==> config.mk <==
export PLATFORM = sky130hd
export DESIGN_NAME = rr_lock_arb
export DESIGN_NICKNAME = d
export VERILOG_FILES = /design/src/rtl/rr_lock_arb.sv
export SDC_FILE = /design/constraint.sdc
export NUM_CORES = 1
export LEC_CHECK = 0
export ABC_CLOCK_PERIOD_IN_PS = 6600
export CAP_MARGIN = 0
export CORE_MARGIN = 3
export CORE_UTILIZATION = 52
export CTS_BUF_LIST = sky130_fd_sc_hd__clkbuf_2
export CTS_CLUSTER_SIZE = 20
export DETAILED_ROUTE_END_ITERATION = 10
export PLACE_DENSITY = 0.76
export SETUP_SLACK_MARGIN = 0.15
export SLEW_MARGIN = 25
export SYNTH_ARGS = -nofsm -noshare
export SYNTH_HDL_FRONTEND = slang
export SYNTH_SLANG_ARGS = --single-unit
==> constraint.sdc <==
create_clock -name clk_i -period 6.6 [get_ports clk_i]
set_input_delay 1.32 -clock clk_i [delete_from_list [all_inputs] [get_ports clk_i]]
set_output_delay 1.32 -clock clk_i [all_outputs]
set_load 0.005 [all_outputs]
==> src/rtl/rr_lock_arb.sv <==
// Round-robin arbiter with grant locking. A registered one-hot grant is held
// until the owner releases it, drops its request, or reaches the hold limit.
module rr_lock_arb #(
  parameter  int width_p    = 8,
  parameter  int hold_max_p = 15,
  localparam int addr_w_lp  = $clog2(width_p),
  localparam int cnt_w_lp   = $clog2(hold_max_p + 1)
) (
  input  logic                 clk_i,
  input  logic                 reset_n_i,
  input  logic [width_p-1:0]   reqs_i,
  input  logic                 release_i,
  output logic [width_p-1:0]   grants_o,
  output logic [addr_w_lp-1:0] addr_o,
  output logic                 v_o,
  output logic                 timeout_o,
  output logic                 state_o
);

  typedef enum logic {IDLE = 1'b0, BUSY = 1'b1} state_t;

  localparam int sum_w_lp = addr_w_lp + 1;

  state_t               state_q, state_d;
  logic [addr_w_lp-1:0] ptr_q, ptr_d;
  logic [cnt_w_lp-1:0]  cnt_q, cnt_d;
  logic [width_p-1:0]   grants_q, grants_d;
  logic [addr_w_lp-1:0] addr_q, addr_d;
  logic                 timeout_q, timeout_d;

  logic                 found;
  logic [addr_w_lp-1:0] sel;
  logic [sum_w_lp-1:0]  sum;
  logic                 rel_exit, drop_exit, hold_exit, busy_exit;

  // Scan ptr, ptr+1, ... with wrap; the first set request wins.
  always_comb begin
    found = 1'b0;
    sel   = '0;
    sum   = '0;
    for (int i = 0; i < width_p; i++) begin
      sum = {1'b0, ptr_q} + sum_w_lp'(i);
      if (sum >= sum_w_lp'(width_p)) sum = sum - sum_w_lp'(width_p);
      if (!found && reqs_i[sum[addr_w_lp-1:0]]) begin
        found = 1'b1;
        sel   = sum[addr_w_lp-1:0];
      end
    end
  end

  assign rel_exit  = release_i;
  assign drop_exit = ~reqs_i[addr_q];
  assign hold_exit = (cnt_q == cnt_w_lp'(hold_max_p));
  assign busy_exit = rel_exit | drop_exit | hold_exit;

  always_ff @(posedge clk_i or negedge reset_n_i) begin
    if (!reset_n_i) begin
      state_q   <= IDLE;
      ptr_q     <= '0;
      cnt_q     <= '0;
      grants_q  <= '0;
      addr_q    <= '0;
      timeout_q <= 1'b0;
    end else begin
      state_q   <= state_d;
      ptr_q     <= ptr_d;
      cnt_q     <= cnt_d;
      grants_q  <= grants_d;
      addr_q    <= addr_d;
      timeout_q <= timeout_d;
    end
  end

  always_comb begin
    state_d = state_q;
    ptr_d   = ptr_q;
    cnt_d   = cnt_q;
    case (state_q)
      IDLE: begin
        if (found) begin
          state_d = BUSY;
          cnt_d   = cnt_w_lp'(1);
        end
      end
      BUSY: begin
        if (busy_exit) begin
          state_d = IDLE;
          cnt_d   = '0;
          ptr_d   = (addr_q == addr_w_lp'(width_p - 1)) ? '0
                                                        : addr_q + addr_w_lp'(1);
        end else begin
          cnt_d = cnt_q + cnt_w_lp'(1);
        end
      end
      default: state_d = IDLE;
    endcase
  end

  // Timeout only when the hold limit alone ends the grant.
  always_comb begin
    grants_d  = grants_q;
    addr_d    = addr_q;
    timeout_d = 1'b0;
    case (state_q)
      IDLE: begin
        if (found) begin
          grants_d      = '0;
          grants_d[sel] = 1'b1;
          addr_d        = sel;
        end
      end
      BUSY: begin
        if (busy_exit) begin
          grants_d  = '0;
          addr_d    = '0;
          timeout_d = hold_exit & ~rel_exit & ~drop_exit;
        end
      end
      default: begin
        grants_d = '0;
        addr_d   = '0;
      end
    endcase
  end

  assign grants_o  = grants_q;
  assign addr_o    = addr_q;
  assign v_o       = |grants_q;
  assign timeout_o = timeout_q;
  assign state_o   = state_q;

endmodule

* Yosys cells after proc, flatten, opt, wreduce, memory -nomap -nowiden
Cells that the tools add are included.
** Storage, ports and cells
- Input port bits :: 11
- Register bits :: 20
- Output and inout bits :: 14
- Word-level logic and storage cells :: 130
** Cells by class
- Bitwise gates (word level) :: 7
- Reductions and logical operators :: 18
- Magnitude comparators :: 19
- Add/subtract/negate cells :: 17
- Equal/unequal tests :: 4
- Multiplexer cells :: 59
** Operators with widths (number)
- 3-bit 2-to-1 mux :: 19
- 3-bit by 4-bit less-than comparator with 1-bit output, second input constant :: 10
- 4-bit greater-or-equal comparator, second input constant :: 7
- 1-bit binary-select mux with 3-bit select :: 9
- 3-bit by 1-bit subtractor with 3-bit output, second input constant :: 8
- 1-bit 2-to-1 mux :: 22
- 3-bit by 3-bit adder with 4-bit output, second input constant :: 4
- 8-bit 2-to-1 mux :: 2
- 8-bit one-hot mux with 2 select lines :: 1
- 3-bit by 2-bit adder with 4-bit output, second input constant :: 2
- 1-bit logical AND :: 8
- 4-bit 2-to-1 mux :: 2
- 4-bit one-hot mux with 2 select lines :: 1
- 8-bit OR reduction :: 1
- 1-bit logical NOT :: 7
- 3-bit one-hot mux with 2 select lines :: 1
- 3-bit by 1-bit adder with 4-bit output, second input constant :: 1
- 4-bit by 1-bit adder with 4-bit output, second input constant :: 1
- 4-bit equality test, second input constant :: 1
- 3-bit by 4-bit greater-or-equal comparator with 1-bit output, second input constant :: 1
- 2-bit AND reduction :: 2
- 3-bit by 1-bit adder with 3-bit output, second input constant :: 1
- 1-bit demux with 3-bit select :: 1
- 3-bit equality test, second input constant :: 1
- 7 further kinds :: 11

* Logic depth before layout (Yosys ltp)
- Word-level depth :: 32
- Gate-level depth with buffers :: 13
- Depth with buffers taken out :: 9

* Least setup slack after synthesis
Ideal clock, no wire load.
- Path type :: input port to flip-flop
- From :: input reqs_i[2]
- To :: register grants_q[1] (netlist: grants_o[1])
- Cell stages on the path :: 7
- Slack :: 3.348 ns
- Data required time :: 6.478 ns
- Setup time :: 0.122 ns
- Arrival time :: 3.130 ns
- Path buffers :: 0
- Path through :: mux4_1 -> mux2i_4 -> nand2_1 -> and4b_4 -> o21ai_0 -> o21a_1 -> a32o_1
** On the way
- Word-level cells in the longest chain between the ends :: 30
- Elaborated cells between the ends (all ways) :: 61
- Classes of those cells :: 2 x order compare; 2 x eq/ne; 38 x mux; 3 x bitwise; 16 x reduce/logical
** Ends and longest elaborated chain
- from (decl) :: line 11 : input logic [width_p-1:0] reqs_i,
- 1-bit binary-select mux with 3-bit select :: line 44 : if (!found && reqs_i[sum[addr_w_lp-1:0]]) begin
- 1-bit 2-to-1 mux (not written as such) :: line 44
- 1-bit 2-to-1 mux :: line 44
- 1-bit logical NOT :: line 44
- 1-bit logical AND :: line 44
- 1-bit 2-to-1 mux :: line 44
- 1-bit logical NOT :: line 44
- 1-bit logical AND :: line 44
- (+14 left out)
- 1-bit logical AND :: line 44
- 3-bit 2-to-1 mux :: line 44
- 3-bit by 4-bit less-than comparator with 1-bit output (not written as such) or 3-bit by 1-bit greater-or-equal comparator with 1-bit output (tied branches) :: line 108 : grants_d[sel] = 1'b1;
- 1-bit logical AND (not written as such) :: line 108
- 1-bit 2-to-1 mux (not written as such) :: line 108
- 1-bit demux with 3-bit select :: line 108
- 8-bit 2-to-1 mux :: line 106 : if (found) begin
- 8-bit one-hot mux with 2 select lines :: line 104 : case (state_q)
- to (signal assigned) :: line 68 : grants_q <= grants_d;
- to (decl) :: line 27 : logic [width_p-1:0] grants_q, grants_d;
Parallel ways exist; a longest one is shown, timed or not. The select of a mux whose other input is x is not followed.
A chain may end at the register's enable or synchronous reset.

* Final worst setup path
- From :: register ptr_q[0]
- To :: register grants_q[3] (netlist: grants_o[3])
** On the way
- Word-level cells in the longest chain between the ends :: 32
- Elaborated cells between the ends (all ways) :: 86
- Classes of those cells :: 15 x add/sub; 10 x order compare; 1 x eq/ne; 44 x mux; 16 x reduce/logical
** Ends and longest elaborated chain
- from (decl) :: line 25 : logic [addr_w_lp-1:0] ptr_q, ptr_d;
- from (signal assigned) :: line 66 : ptr_q <= ptr_d;
- parallel branches: the longest is 32 deep, another holds 3-bit by 1-bit adder with 4-bit output
Parallel ways; which one is timed is not known. The select of a mux whose other input is x is not followed.

==> impl_metrics.py <==
metrics = {
    "synthesis": {
        "synth-simple-area-share_pct": 10.72,
        "synth_compound_area_share_pct": 21.96,
        "synth.area.top_cells": "dfrtp_1, mux4_1, mux4_2",
        "yosysSeqAreaShare_pct": 25.99,
        "synth_nets": 184,
        "synth_cells": 168,
        "avgSynthCellArea_sq_um": 11.46,
        "syn-cell-area_sq_mm": 0.001926,
        "synth.top_cell.area_share_pct": 25.99,
        "synth-edff-count": 0,
        "async_flop_share_pct": 100.0,
        "synthAdderAreaFrac_pct": 3.249,
        "synth-seq-cells": 20,
        "synth_xor_xnor_area_share_pct": 2.729,
        "synth.area.mux_share_pct": 29.24,
        "synthDistinctLibCells": 55,
        "synth_warnings": 0,
        "dominantRegCellSynth": "dfrtp_1",
        "synth_top_family_by_area": "multiplexers",
        "yosysTopAreaCell": "dfrtp_1",
    },
    "floorplanning": {
        "dieArea_sq_mm": 0.004469,
        "initial_utilization_pct": 55.94,
        "ios": 25,
        "dieHeight_um": 66.85,
        "rows": 21,
        "core-area_sq_mm": 0.003442,
        "die_x_um": 66.85,
    },
    "place": {
        "placed_cell_area_sq_mm": 0.002128,
        "portBuffers": 24,
        "hpwl_um": 3482,
        "place_congestion": 0.9091,
    },
    "cells_and_area": {
        "seq_area_sq_um": 500.5,
        "insertedDiodeCount": 0,
        "area_delta_synth_final_pct": 11.31,
        "fin_area_sq_mm": 0.002143,
        "n_fill_cell": 283,
        "nNetsFinal": 204,
        "layout-drive-gt1-share_pct": 13.44,
        "multi_input_area_sq_mm": 0.001308,
    },
    "sta": {
        "finalSetupTns_ns": 0,
        "period_share_pct": 60.93,
        "worst_pin_slew_ns": 0.8928,
        "report.final.slew_viol_count": 0,
        "fmax_mhz": 248.7,
        "skew_ns": 0.002385,
        "layout_min_cycle_time_ns": 4.021,
        "max-slew-margin-rel_pct": 40.29,
        "hold_viol_final": 0,
        "rsz0062_at_grt": "no",
        "setup_viol": 0,
    },
    "setup_path": {
        "critPathLaunchType": "flop",
        "required_ns": 6.87,
        "cp.arrival_ns": 4.29,
        "critical_path_buf_inv_count": 1,
        "slowest_delay_ns": 0.88,
        "critPathCaptureType": "flop",
        "crit_chain": "inv_1 -> ha_1 -> mux2i_1 -> mux4_2 -> a32o_2 -> and4b_4 -> a21o_1 -> nor3_2 -> a32o_1",
        "path_delay_family": "flip-flops",
        "cp_slowest_cell": "dfrtp_1",
        "critPathMaxFanout": 17,
        "crit_type": "reg2reg",
    },
    "global_route": {
        "grt_max_degree": 21,
        "grt_pass1_wl_um": 7879,
        "antenna_found_initial": 0,
        "grt_pass1_vias": 1596,
        "grt_usage_pct": 23.04,
        "overflow": 0,
    },
    "detailed_routing": {
        "vias_per_cell": 6.797,
        "drtIter0Drc": 117,
        "drc": 0,
        "vias": 1577,
        "wl_per_cell_um": 19.90,
        "detail-route-antenna-nets": 0,
        "drt-pass1-iter-count": 6,
        "routed_wl_um": 4616,
    },
    "cts": {
        "cts_buffers": 3,
        "clock_path_buffers": 2,
        "postCtsResizedCells": 0,
        "cts.root.buffer_cell": "clkbuf_2",
        "clkTransAtPathRegs_ns": 0.18,
        "cts_hold_buf": 0,
        "h-tree-depth": 1,
        "worstSkewPairLatency_ns": 0.31,
        "post_cts_buffers": 0,
        "cts_tree": "done",
        "clock-sinks": 20,
    },
    "min_path": {
        "hold_path_class": "reg2reg",
    },
    "run": {
        "maxCapViolCount": 0,
    },
    "outcome": {
        "status": "complete, no violations",
    },
}
[cells by family after synthesis]
logic type / after synthesis
AO/OA/AOI/OAI: 52
AND/OR/NAND/NOR: 39
multiplexers: 31
flip-flops: 20
buffers and inverters: 15
XOR/XNOR: 6
adder cells (fa/ha/maj): 5
[final timing paths]
path / cells past startpoint / start / endpoint / slack [ns]
min in group asynchronous: 1 / reset_n_i / cnt_q[3] / 1.48
worst max-delay path: 9 / ptr_q[0] / grants_o[3] / 2.58
worst max register to register: 9 / ptr_q[0] / grants_o[3] / 2.58
worst min register to register: 1 / grants_o[1] / grants_o[1] / 0.55
worst min-delay path: 1 / grants_o[1] / grants_o[1] / 0.55
max in group asynchronous: 1 / reset_n_i / grants_o[0] / 4.58
[Yosys cell counts (all sizes together) (2+ instances only)]
library cell,instances
and2,3
dfrtp,20
nand3,9
o31ai,5
o22ai,2
a21boi,3
mux4,16
nand2,12
o2bb2ai,2
a21o,3
nor2,6
o21ai,10
xor2,3
mux2i,10
xnor2,3
clkbuf,3
buf,6
mux2,5
nor4,2
o21a,3
inv,6
ha,5
a32o,5
a21oi,5
[sequential cells by signal, indices dropped and copies added, names as in the netlist]
register and flops:
ptr_q 3, state_o 1, cnt_q 4, addr_o 3, grants_o 8, timeout_o 1
[placed cells by master, fill, tap and decap left out, types with 4 or more instances in the layout]
cell type	count
mux4_2	8
a21oi_1	5
ha_1	5
clkdlybuf4s50_1	24
o31ai_1	5
dfrtp_1	20
inv_1	6
mux2_2	4
o21ai_0	8
nand3_1	9
mux2i_1	9
mux4_1	8
nand2_1	12
nor2_1	6
a32o_1	4
[area by class of cell]
type,count,area share (%)
Tap cell,46,2.685
Clock buffer,3,0.7005
Multi-Input combinational cell,133,61.00
Inverter,6,1.051
Timing Repair Buffer,24,11.21
Sequential cell,20,23.35
[stage by stage]
step | util, % | cells | setup WS [ns] | hold slack (ns)
after floorplan | - | 168 | 3.348 | 0.4821
after global placement | 61.83 | 229 | 2.555 | 0.5072
after detailed placement | 61.83 | 229 | 2.455 | 0.5118
after CTS | 62.27 | 232 | 2.650 | 0.5500
after global routing | 62.27 | 232 | 2.385 | 0.5903
final | 62.27 | 232 | 2.579 | 0.5502
[metal layers]
metal / GRT usage (%) / vias to the layer above / share of wire, %
met5: 0 / - / 0
met4: 4.051 / 0 / 0.54
met3: 3.373 / 4 / 5.6
met2: 38.24 / 61 / 50
met1: 32.25 / 787 / 44
li1: - / 725 / -
Power is left out: the tool's default activity adds up to more than one toggle a clock period on the data nets, which glitch-free logic cannot reach.
